<file path="config.mk">
export PLATFORM = sky130hd
export DESIGN_NAME = cbus_writeback_flat
export DESIGN_NICKNAME = d
export VERILOG_FILES = /design/src/rtl/cbus_writeback_if.sv /design/src/rtl/cbus_writeback.sv /design/src/flat_wrapper.sv
export SDC_FILE = /design/constraint.sdc
export NUM_CORES = 1
export LEC_CHECK = 0
export ABC_AREA = 1
export CAP_MARGIN = 20
export CORE_ASPECT_RATIO = 0.9
export CORE_MARGIN = 3
export CORE_UTILIZATION = 45
export DETAILED_ROUTE_END_ITERATION = 8
export GPL_TIMING_DRIVEN = 0
export PLACE_DENSITY = 0.67
export SLEW_MARGIN = 20
export SYNTH_ARGS = -nofsm -noshare
export SYNTH_HDL_FRONTEND = slang
export SYNTH_SLANG_ARGS = --single-unit
</file>
<file path="constraint.sdc">
create_clock -name clk -period 4.1 [get_ports clk]
set_input_delay 1.23 -clock clk [delete_from_list [all_inputs] [get_ports clk]]
set_output_delay 1.23 -clock clk [all_outputs]
set_load 0.005 [all_outputs]
</file>
<file path="src/rtl/cbus_writeback_if.sv">
// Register C-bus write-back interface: request handshake toward the write-back
// buffer and the registered C-bus data / one-hot enables toward the register file.
interface cbus_writeback_if #(
  parameter int DATA_W   = 16,
  parameter int NUM_REGS = 8,
  parameter int IDX_W    = 3
);
  logic                req_valid;
  logic                req_ready;
  logic [IDX_W-1:0]    req_dest;
  logic [DATA_W-1:0]   req_data;
  logic [DATA_W-1:0]   c_out;
  logic [NUM_REGS-1:0] wr_en;

  modport master (
    output req_valid, req_dest, req_data,
    input  req_ready, c_out, wr_en
  );

  modport slave (
    input  req_valid, req_dest, req_data,
    output req_ready, c_out, wr_en
  );
endinterface

</file>
<file path="src/rtl/cbus_writeback.sv">
// C-bus write-back producer: buffers {dest, data} requests in a small FIFO and
// drains one per cycle as a registered C-bus word plus one-hot register enables.
module cbus_writeback #(
  parameter int DATA_W   = 16,
  parameter int NUM_REGS = 8,
  parameter int IDX_W    = 3,
  parameter int DEPTH    = 4
) (
  input  logic             clk,
  input  logic             rst,
  cbus_writeback_if.slave  bus,
  input  logic             stall,
  input  logic             flush,
  output logic             bad_dest,
  output logic [IDX_W:0]   count,
  output logic             busy
);

  localparam int             PTR_W   = (DEPTH > 1) ? $clog2(DEPTH) : 1;
  localparam logic [IDX_W:0] DEPTH_C = (IDX_W + 1)'(DEPTH);

  typedef struct packed {
    logic [IDX_W-1:0]  dest;
    logic [DATA_W-1:0] data;
  } entry_t;

  entry_t              mem_q [DEPTH];
  entry_t              mem_d [DEPTH];
  logic [PTR_W-1:0]    wr_ptr_q, wr_ptr_d;
  logic [PTR_W-1:0]    rd_ptr_q, rd_ptr_d;
  logic [IDX_W:0]      count_q, count_d;
  logic [DATA_W-1:0]   c_out_q, c_out_d;
  logic [NUM_REGS-1:0] wr_en_q, wr_en_d;
  logic                bad_dest_q, bad_dest_d;

  logic   ready;
  logic   push;
  logic   pop;
  logic   dest_ok;
  entry_t head;

  // Ready looks only at registered occupancy, so a full FIFO refuses a push
  // even when the same edge pops.
  assign ready = (count_q < DEPTH_C) && !flush;

  // NOTE: every combinational output gets a default first, so no path can
  // leave a signal unassigned and infer a latch.
  always_comb begin
    head     = mem_q[rd_ptr_q];
    dest_ok  = int'(head.dest) < NUM_REGS;
    push     = bus.req_valid && ready;
    pop      = (count_q != '0) && !stall && !flush;

    mem_d    = mem_q;
    wr_ptr_d = wr_ptr_q;
    rd_ptr_d = rd_ptr_q;
    count_d  = count_q;

    if (push) begin
      mem_d[wr_ptr_q] = '{dest: bus.req_dest, data: bus.req_data};
      wr_ptr_d        = wr_ptr_q + 1'b1;
    end
    if (pop) begin
      rd_ptr_d = rd_ptr_q + 1'b1;
    end

    unique case ({push, pop})
      2'b10:   count_d = count_q + 1'b1;
      2'b01:   count_d = count_q - 1'b1;
      default: count_d = count_q;
    endcase

    // Flush overrides any same-cycle push or pop.
    if (flush) begin
      wr_ptr_d = '0;
      rd_ptr_d = '0;
      count_d  = '0;
    end

    c_out_d    = pop ? head.data : c_out_q;
    bad_dest_d = pop && !dest_ok;
    for (int i = 0; i < NUM_REGS; i++) begin
      wr_en_d[i] = pop && (int'(head.dest) == i);
    end
  end

  // NOTE: sequential state uses non-blocking assignments so every flop
  // samples the pre-edge value of its inputs.
  always_ff @(posedge clk or posedge rst) begin
    if (rst) begin
      wr_ptr_q   <= '0;
      rd_ptr_q   <= '0;
      count_q    <= '0;
      c_out_q    <= '0;
      wr_en_q    <= '0;
      bad_dest_q <= 1'b0;
    end else begin
      wr_ptr_q   <= wr_ptr_d;
      rd_ptr_q   <= rd_ptr_d;
      count_q    <= count_d;
      c_out_q    <= c_out_d;
      wr_en_q    <= wr_en_d;
      bad_dest_q <= bad_dest_d;
    end
  end

  // NOTE: storage is deliberately not reset; entries are only ever read
  // behind the reset pointers and count, and omitting reset keeps it plain RAM.
  always_ff @(posedge clk) begin
    mem_q <= mem_d;
  end

  assign bus.req_ready = ready;
  assign bus.c_out     = c_out_q;
  assign bus.wr_en     = wr_en_q;
  assign bad_dest      = bad_dest_q;
  assign count         = count_q;
  assign busy          = (count_q != '0) || (wr_en_q != '0);

endmodule

</file>
<file path="src/flat_wrapper.sv">
// flat-port wrapper written by rule: the top's interface ports become plain ports
module cbus_writeback_flat 
#(
  parameter int DATA_W   = 16,
  parameter int NUM_REGS = 8,
  parameter int IDX_W    = 3,
  parameter int DEPTH    = 4
)
  (clk, rst, stall, flush, bad_dest, count, busy, bus_req_valid, bus_req_dest, bus_req_data, bus_req_ready, bus_c_out, bus_wr_en);
  cbus_writeback_if #(.DATA_W(DATA_W), .NUM_REGS(NUM_REGS), .IDX_W(IDX_W)) bus_i ();
  input  logic clk;
  input  logic rst;
  input  logic stall;
  input  logic flush;
  output logic bad_dest;
  output logic [IDX_W:0] count;
  output logic busy;
  input wire logic [$bits(bus_i.req_valid)-1:0] bus_req_valid;
  input wire logic [$bits(bus_i.req_dest)-1:0] bus_req_dest;
  input wire logic [$bits(bus_i.req_data)-1:0] bus_req_data;
  output wire logic [$bits(bus_i.req_ready)-1:0] bus_req_ready;
  output wire logic [$bits(bus_i.c_out)-1:0] bus_c_out;
  output wire logic [$bits(bus_i.wr_en)-1:0] bus_wr_en;
  assign bus_i.req_valid = bus_req_valid;
  assign bus_i.req_dest = bus_req_dest;
  assign bus_i.req_data = bus_req_data;
  assign bus_req_ready = bus_i.req_ready;
  assign bus_c_out = bus_i.c_out;
  assign bus_wr_en = bus_i.wr_en;
  cbus_writeback #(.DATA_W(DATA_W), .NUM_REGS(NUM_REGS), .IDX_W(IDX_W), .DEPTH(DEPTH)) u_core (.clk(clk), .rst(rst), .bus(bus_i), .stall(stall), .flush(flush), .bad_dest(bad_dest), .count(count), .busy(busy));
endmodule
</file>
## Word-level counts from Yosys, hierarchy flattened

Index checks and enable logic that the tools add are counted.

- Bits in registers: 108
- Input bits: 24
- Output and inout port bits: 31
- Logic and storage cells: 66

- Add/subtract/negate cells: 4
- Magnitude comparators: 4
- Equality and inequality tests: 9
- Muxes and demuxes: 12
- Bitwise operators: 2
- Reduce and logical (&&, ||, !) cells: 22

Operators by type and width:

| cell | count |
|---|---|
| $bwmux W76 | 1 |
| $mux W19 | 3 |
| $bmux W19 S2 | 1 |
| $demux W19 S2 | 1 |
| $logic_and A1 B1 Y1 | 13 |
| $eq A3 B3 Y1 const B | 4 |
| $mux W2 | 4 |
| $pmux W4 S2 | 1 |
| $reduce_bool A8 Y1 | 1 |
| $eq A3 B2 Y1 const B | 2 |
| $ge A3 B3 Y1 const B | 2 |
| $not A2 Y3 | 2 |
| $add A2 B1 Y2 const B | 2 |
| $add A4 B1 Y4 const B | 1 |
| $lt A4 B3 Y1 const B | 1 |
| $mux W4 | 1 |
| $reduce_bool A2 Y1 | 2 |
| $reduce_bool A4 Y1 | 1 |
| $sub A4 B1 Y4 const B | 1 |
| $eq A3 B1 Y1 const B | 1 |
| $logic_not A3 Y1 | 1 |
| $lt A3 B1 Y1 const B | 1 |
| $reduce_bool A3 Y1 | 1 |
| $eq A2 B1 Y1 const B | 1 |
| other kinds (3) | 4 |

## Depth between registers and ports, before layout

Gate-level depths: netlist (run 1).

- Depth in word-level cells: 6
- Mapped depth: 12
- Depth with buffers taken out: 12

## Worst setup path after synthesis (run 1)

No wires, ideal clock.

- Kind: input to register
- From: input flush
- To: register u_core.mem_q[0] (netlist name), enable pin
- Arrival time: 2,513 ps
- Required time: 3,705 ps
- Path slack: 1,192 ps
- Stages on the path: 3
- Path buffers: 0
- Cells stage by stage: nor3_1 > nand2_1 > nor2_1

- Cells in the longest elaborated chain, start to end: 3

Ends and longest elaborated chain:

| what | RTL line | source |
|---|---|---|
| from (decl) | flat_wrapper.sv:14 | `input logic flush;` |
| $logic_not A1 Y1 | cbus_writeback.sv:44 | `assign ready = (count_q < DEPTH_C) && !flush;` |
| $logic_and A1 B1 Y1 | cbus_writeback.sv:44 |  |
| $logic_and A1 B1 Y1 | cbus_writeback.sv:51 | `push = bus.req_valid && ready;` |
| to (signal assigned) | cbus_writeback.sv:110 | `mem_q <= mem_d;` |
| to (decl) | cbus_writeback.sv:27 | `entry_t mem_q [DEPTH];` |

No other way between the ends.
A chain may end at the register's enable or synchronous reset.

## Final worst setup path (run 1)

- From: input flush
- To: output bus_req_ready

- Cells in the longest elaborated chain, start to end: 2

Ends and longest elaborated chain:

| what | RTL line | source |
|---|---|---|
| $logic_not A1 Y1 | cbus_writeback.sv:44 |  |
| $logic_and A1 B1 Y1 | cbus_writeback.sv:44 |  |
| to (decl) | flat_wrapper.sv:21 | `output wire logic [$bits(bus_i.req_ready)-1:0] bus_req_ready;` |

No other way between the ends.

==> results of run 1 <==
worst max-delay path, cell delays in order:
cell and delay [ps]:
clkdlybuf4s50_1 520, nor3_1 320, clkdlybuf4s50_1 570
kinds of logic (layout without fill, tap and decap cells):
family / Yosys count / after routing / synth area share (%)
XOR/XNOR: 1 / 1 / 0.2047
flip-flops: 108 / 108 / 72.03
AO/OA/AOI/OAI: 66 / 66 / 8.828
buffers and inverters: 36 / 109 / 3.478
AND/OR/NAND/NOR: 141 / 141 / 13.62
adder cells (fa/ha/maj): 6 / 6 / 1.754
other: 1 / 1 / 0.08761
final timing paths:
check	end	slack, ps
hold reg to reg	u_core.bus.c_out[9]	490
hold / removal	u_core.bus.c_out[9]	490
setup / recovery	bus_req_ready	230
max in group asynchronous	u_core.rd_ptr_q[0]	2310
min in group asynchronous	u_core.bus.c_out[6]	1310
setup reg to reg	u_core.mem_q[47]	1940
final cells by class:
| type | count | area, sq um |
|---|---|---|
| buffer | 14 | 66.31 |
| timing repair buffer | 57 | 590.6 |
| clock inverter | 6 | 50.05 |
| sequential | 108 | 3083 |
| inverter | 22 | 82.58 |
| clock buffer | 10 | 127.6 |
| multi-input combinational | 215 | 1059 |
| tap | 122 | 152.6 |
| fill | 785 | 3996 |
power by group through the flow:
stage | clock network (mW) | registers (mW) | logic (mW)
floorplan | 0 | 1.46 | 0.534
global placement | 0 | 1.47 | 0.949
detailed placement | 0 | 1.47 | 0.998
CTS | 0.594 | 1.45 | 1.00
global route | 0.637 | 1.47 | 1.12
finish | 0.575 | 1.45 | 0.989
cells in the final DEF, fill, tap and decap left out, drive strengths merged:
cell type and n:
nand4 1, clkinvlp 1, nor4 2, nor3 1
clkinv 4, ha 6, nand3b 2, xor2 1
a21oi 6, conb 1, nand3 4, inv 23
buf 11, edfxtp 76, nor2 51, a32oi 2
o22ai 17, nand2 79, clkbuf 17, or2 1
clkdlybuf4s50 53, dfrtp 32, o21ai 41
per-stage QoR:
stage	worst slack (ps)	area (sq um)	TNS [ps]	util, %
floorplan	1192	4280	0	-
global placement	-54.88	4964	-1976	53.91
detailed placement	217.4	5034	0	54.67
CTS	216.8	5211	0	56.60
global route	114.5	5211	0	56.60
finish	234.0	5211	0	56.60
state kept, by name, indices dropped and copies added, names as in the netlist:
register / count
u_core.count: 4
u_core.mem_q: 76
u_core.bus.c_out: 16
u_core.bus.wr_en: 8
u_core.wr_ptr_q: 2
u_core.rd_ptr_q: 2
metal layers:
metal | up-vias | global-route usage, %
li1 | 1370 | -
met1 | 1329 | 23.06
met2 | 86 | 28.36
met3 | 11 | 4.650
met4 | 0 | 6.214
met5 | - | 0
==> impl_metrics.toml, run 1 <==
[status]
status = "completed"

[routing]
wl_met3_um = 529
num_vias = 2796
detail-route-antenna-nets = 0
finalWirelength_um = 8810
dr_wl_met2_um = 4243
wl_met1_um = 3906
drc_errors = 0
routed_via_density = 5.047
first_pass_iters = 4
drt-initial-drc-count = 131
routed.top_layer = "met4"
wire_per_inst_um = 15.90

[pwr]
clkPwrFrac_pct = 19.1
peakVddDrop_uv = 240.8
pwr-share-seq_pct = 48.1
p_leak_nw = 2.024
power_frac_comb_pct = 32.8
p_int_mw = 2.011
power_density_mw_per_mm2 = 578.0
power_mw = 3.012
p_sw_share_pct = 33.22
power_switching_mw = 1.001

[placement]
dp.cells = 538
io_buffer_count = 53
place_hpwl_um = 6059
place_congestion = 0.7631

[sta]
finClkSkew_ps = 12.94
timing.final.crit_share_pct = 94.29
hold_slack_ps = 486.0
drv_slew = 0
slew_headroom_pct = 50.25
timing.fmax_mhz = 258.7
setup_violations = 0
timing.final.hold_violations = 0
fin_crit_ps = 3866
rsz0062_at_grt = "no"
tightest_slew_ps = 745.2

[critical_path]
start_kind = "input pin"
crit_path_end_kind = "primary output"
r2r_start = "u_core.count[3]"
critPathLaunch = "flush"
worst-path-max-fanout = 4
r2r_cells = 4
cp.arrival_ps = 2640
required_ps = 2870
path_class = "in -> out"

[global_route]
first_global_vias = 2835
grt_max_degree = 33
grt_use_total_pct = 17.58
antenna_found_initial = 0
grt_pass1_wl_um = 14080
grt_overflow = 0

[yosys]
ys_types = 30
synthArstFlopShare_pct = 29.63
synth_top_area_cell = "edfxtp_1"
netlist_instances = 359
syn_avg_cell_area_sq_um = 11.92
synthTopCellsByCount = "76 x edfxtp_1, 76 x nand2_1, 48 x nor2_1"
synth_seq_cells = 108
netlist_top_cells_area = "edfxtp_1 53%, dfrtp_1 19%, nand2_1 6.7%, o21ai_0 4.6%, nor2_1 4.2%"
synth-seq-area-share_pct = 72.03
synth-edff-count = 76
syn_area_sq_mm = 0.004280
synth_top_area_share_pct = 53.32
yosysWarnings = 0
synth_flop_cell = "edfxtp_1"
synth_nets = 389

[layout]
layout.nets = 457
stdcell_count = 554
area.growth.synth_to_final_pct = 21.75
drive_gt1_share_pct = 9.722
diodes = 0

[clock_network]
path_clk_slew_ps = 90
cts.sinks = 108
cts_tree = "yes"
max-clock-path-buffers = 2
cts_made_buffers = 9
cts_resized = 0
cts_hold_buf = 0
cts_max_level = 3
clkLatencyLatePin_ps = 370
postCtsSetupBuffers = 0
cts_root_buf = "clkbuf_8"

[die]
std_cell_rows = 33
die_x_um = 108.8
die_h_um = 98.53
start_util_pct = 46.49
io-pin-count = 55
core_area_sq_mm = 0.009208
die_area_sq_mm = 0.01072

[hold_path]
min_path_cells = 2
hold_start = "u_core.bus.c_out[9]"
hold_path_class = "reg -> reg"

[run]
cap_violations = 0
Note: power is estimated with default switching activity, not from simulation.
==> run 2, diff against run 1 <==
--- a/config.mk
+++ b/config.mk
@@ -13,4 +13,5 @@
 export DETAILED_ROUTE_END_ITERATION = 8
 export GPL_TIMING_DRIVEN = 0
+export MAX_ROUTING_LAYER = met4
 export PLACE_DENSITY = 0.67
 export SLEW_MARGIN = 20
==> constraint.sdc (replaced) <==
create_clock -name clk -period 4.1 [get_ports clk]
set_input_delay 1.23 -clock clk [delete_from_list [all_inputs] [get_ports clk]]
set_output_delay 1.23 -clock clk [all_outputs]
set_load 0.01 [all_outputs]
==> run 2 against run 1 <==
Effect of this change:
- non-clock buffer count is the same
- largest power group unchanged
- count of clock-buffer cells in the layout is the same
- via count grew 0.72%
- register-to-register slack lost 20 ps
- combinational power rose by 5%
- fmax fell by 0.91%
- clock power about the same
- largest cell class unchanged
- final cell count unchanged
- critical path depth stayed put
==> impl_metrics.toml, run 2 (synthesis results as in run 1) <==
[global_route]
first_global_vias = 2831
grt_pass1_wl_um = 14080
grt_max_degree = 33
grt_overflow = 0
grt_use_total_pct = 18.11
antenna_found_initial = 0

[layout]
area.growth.synth_to_final_pct = 21.75
final_core_util_pct = 56.60
regMostFlops = "u_core.mem_q"
layout.nets = 457
diodes = 0
stdcell_count = 554
final_cell_mix = "76 x nand2_1, 76 x edfxtp_1, 53 x clkdlybuf4s50_1"
drive_gt1_share_pct = 9.722
largest_register_ff_count = 76

[sta]
timing.final.crit_share_pct = 95.16
fin_crit_ps = 3902
timing.final.hold_violations = 0
hold_slack_ps = 486.8
tightest_slew_ps = 734.8
drv_slew = 0
timing.fmax_mhz = 256.3
rsz0062_at_grt = "no"
finClkSkew_ps = 12.94
setup_violations = 0
slew_headroom_pct = 50.94
fin_setup_tns_ps = 0

[hold_path]
hold_path_class = "reg -> reg"
hold_start = "u_core.bus.c_out[9]"

[clock_network]
cts_root_buf = "clkbuf_8"
path_clk_slew_ps = 90
max-clock-path-buffers = 2
cts_max_level = 3
cts.sinks = 108
cts_made_buffers = 9
cts_tree = "yes"
cts_resized = 0
cts_hold_buf = 0
postCtsSetupBuffers = 0
clkLatencyLatePin_ps = 370

[routing]
routed_via_density = 5.083
drc_errors = 0
first_pass_iters = 5
detail-route-antenna-nets = 0
num_vias = 2816
wire_per_inst_um = 15.97
finalWirelength_um = 8847
drt-initial-drc-count = 142

[run]
cap_violations = 0

[placement]
place_congestion = 0.7732
io_buffer_count = 53
dp.cells = 538
place_hpwl_um = 6059

[die]
std_cell_rows = 33
core_area_sq_mm = 0.009208
die_h_um = 98.53
io-pin-count = 55
die_x_um = 108.8
die_area_sq_mm = 0.01072
start_util_pct = 46.49

[pwr]
power_switching_mw = 1.045
power_density_mw_per_mm2 = 586.9
pwr-share-seq_pct = 47.3
p_sw_share_pct = 34.16
peakVddDrop_uv = 243.4
p_leak_nw = 2.024
clkPwrFrac_pct = 18.8
power_frac_comb_pct = 33.8
p_int_mw = 2.014
power_mw = 3.059

[critical_path]
worst-path-max-fanout = 4
r2r_start = "u_core.count[3]"
cp.arrival_ps = 2670
crit_path_end_kind = "primary output"
path_class = "in -> out"
critPathLaunch = "flush"
start_kind = "input pin"
required_ps = 2870

[status]
status = "completed"
## run 2: cell counts in the layout (fill, tap and decap cells not counted)
Identical to the previous run, type by type.
## run 2: final timing paths
path | endpoint | slack, ps | cells after the start
setup / recovery | bus_req_ready | 200 | 3
min in group asynchronous | u_core.bus.c_out[6] | 1300 | 2
max in group asynchronous | u_core.rd_ptr_q[0] | 2320 | 2
hold reg to reg | u_core.bus.c_out[9] | 490 | 2
setup reg to reg | u_core.mem_q[46] | 1920 | 4
hold / removal | u_core.bus.c_out[9] | 490 | 2
## run 2: routing by layer
layer  track usage (%)  vias up  share of wire (%)  routed length, um
met5                 -        -                  0                  0
met4             6.214        0                1.6                140
met3             4.650       12                6.7                593
met2             28.36       86                 48               4256
met1             23.06     1348                 44               3856
li1                  -     1370                  -                  -
## run 2: area by class of cell
| type | count | area, sq um |
|---|---|---|
| Timing Repair Buffer | 57 | 590.6 |
| Clock inverter | 6 | 50.05 |
| Inverter | 22 | 82.58 |
| Fill cell | 785 | 3996 |
| Multi-Input combinational cell | 215 | 1059 |
| Clock buffer | 10 | 127.6 |
| Tap cell | 122 | 152.6 |
| Sequential cell | 108 | 3083 |
| Buffer | 14 | 66.31 |
## run 2: critical path, stage by stage
cell and delay (ps):
clkdlybuf4s50_1 520, nor3_1 320, clkdlybuf4s50_1 600
## run 2: per-stage QoR
stage / setup slack [ps] / area [sq um]
finish: 198.4 / 5211
floorplan: 1064 / 4280
CTS: 181.3 / 5211
detailed placement: 181.9 / 5034
global route: 79.17 / 5211
global placement: -54.88 / 4964
## run 2: power by group through the flow
stage / registers [mW] / logic, mW / clock network (mW)
final: 1.45 / 1.04 / 0.576
after global routing: 1.47 / 1.16 / 0.637
after CTS: 1.45 / 1.05 / 0.594
after detailed placement: 1.47 / 1.04 / 0
after global placement: 1.47 / 0.995 / 0
after floorplan: 1.50 / 0.540 / 0
==> run 3, diff against run 2 <==
Settings changed: GPL_ROUTABILITY_DRIVEN set to 0.
==> results of run 3 <==
Same layout as run 2: the final DEF is identical, and so are final timing and power.
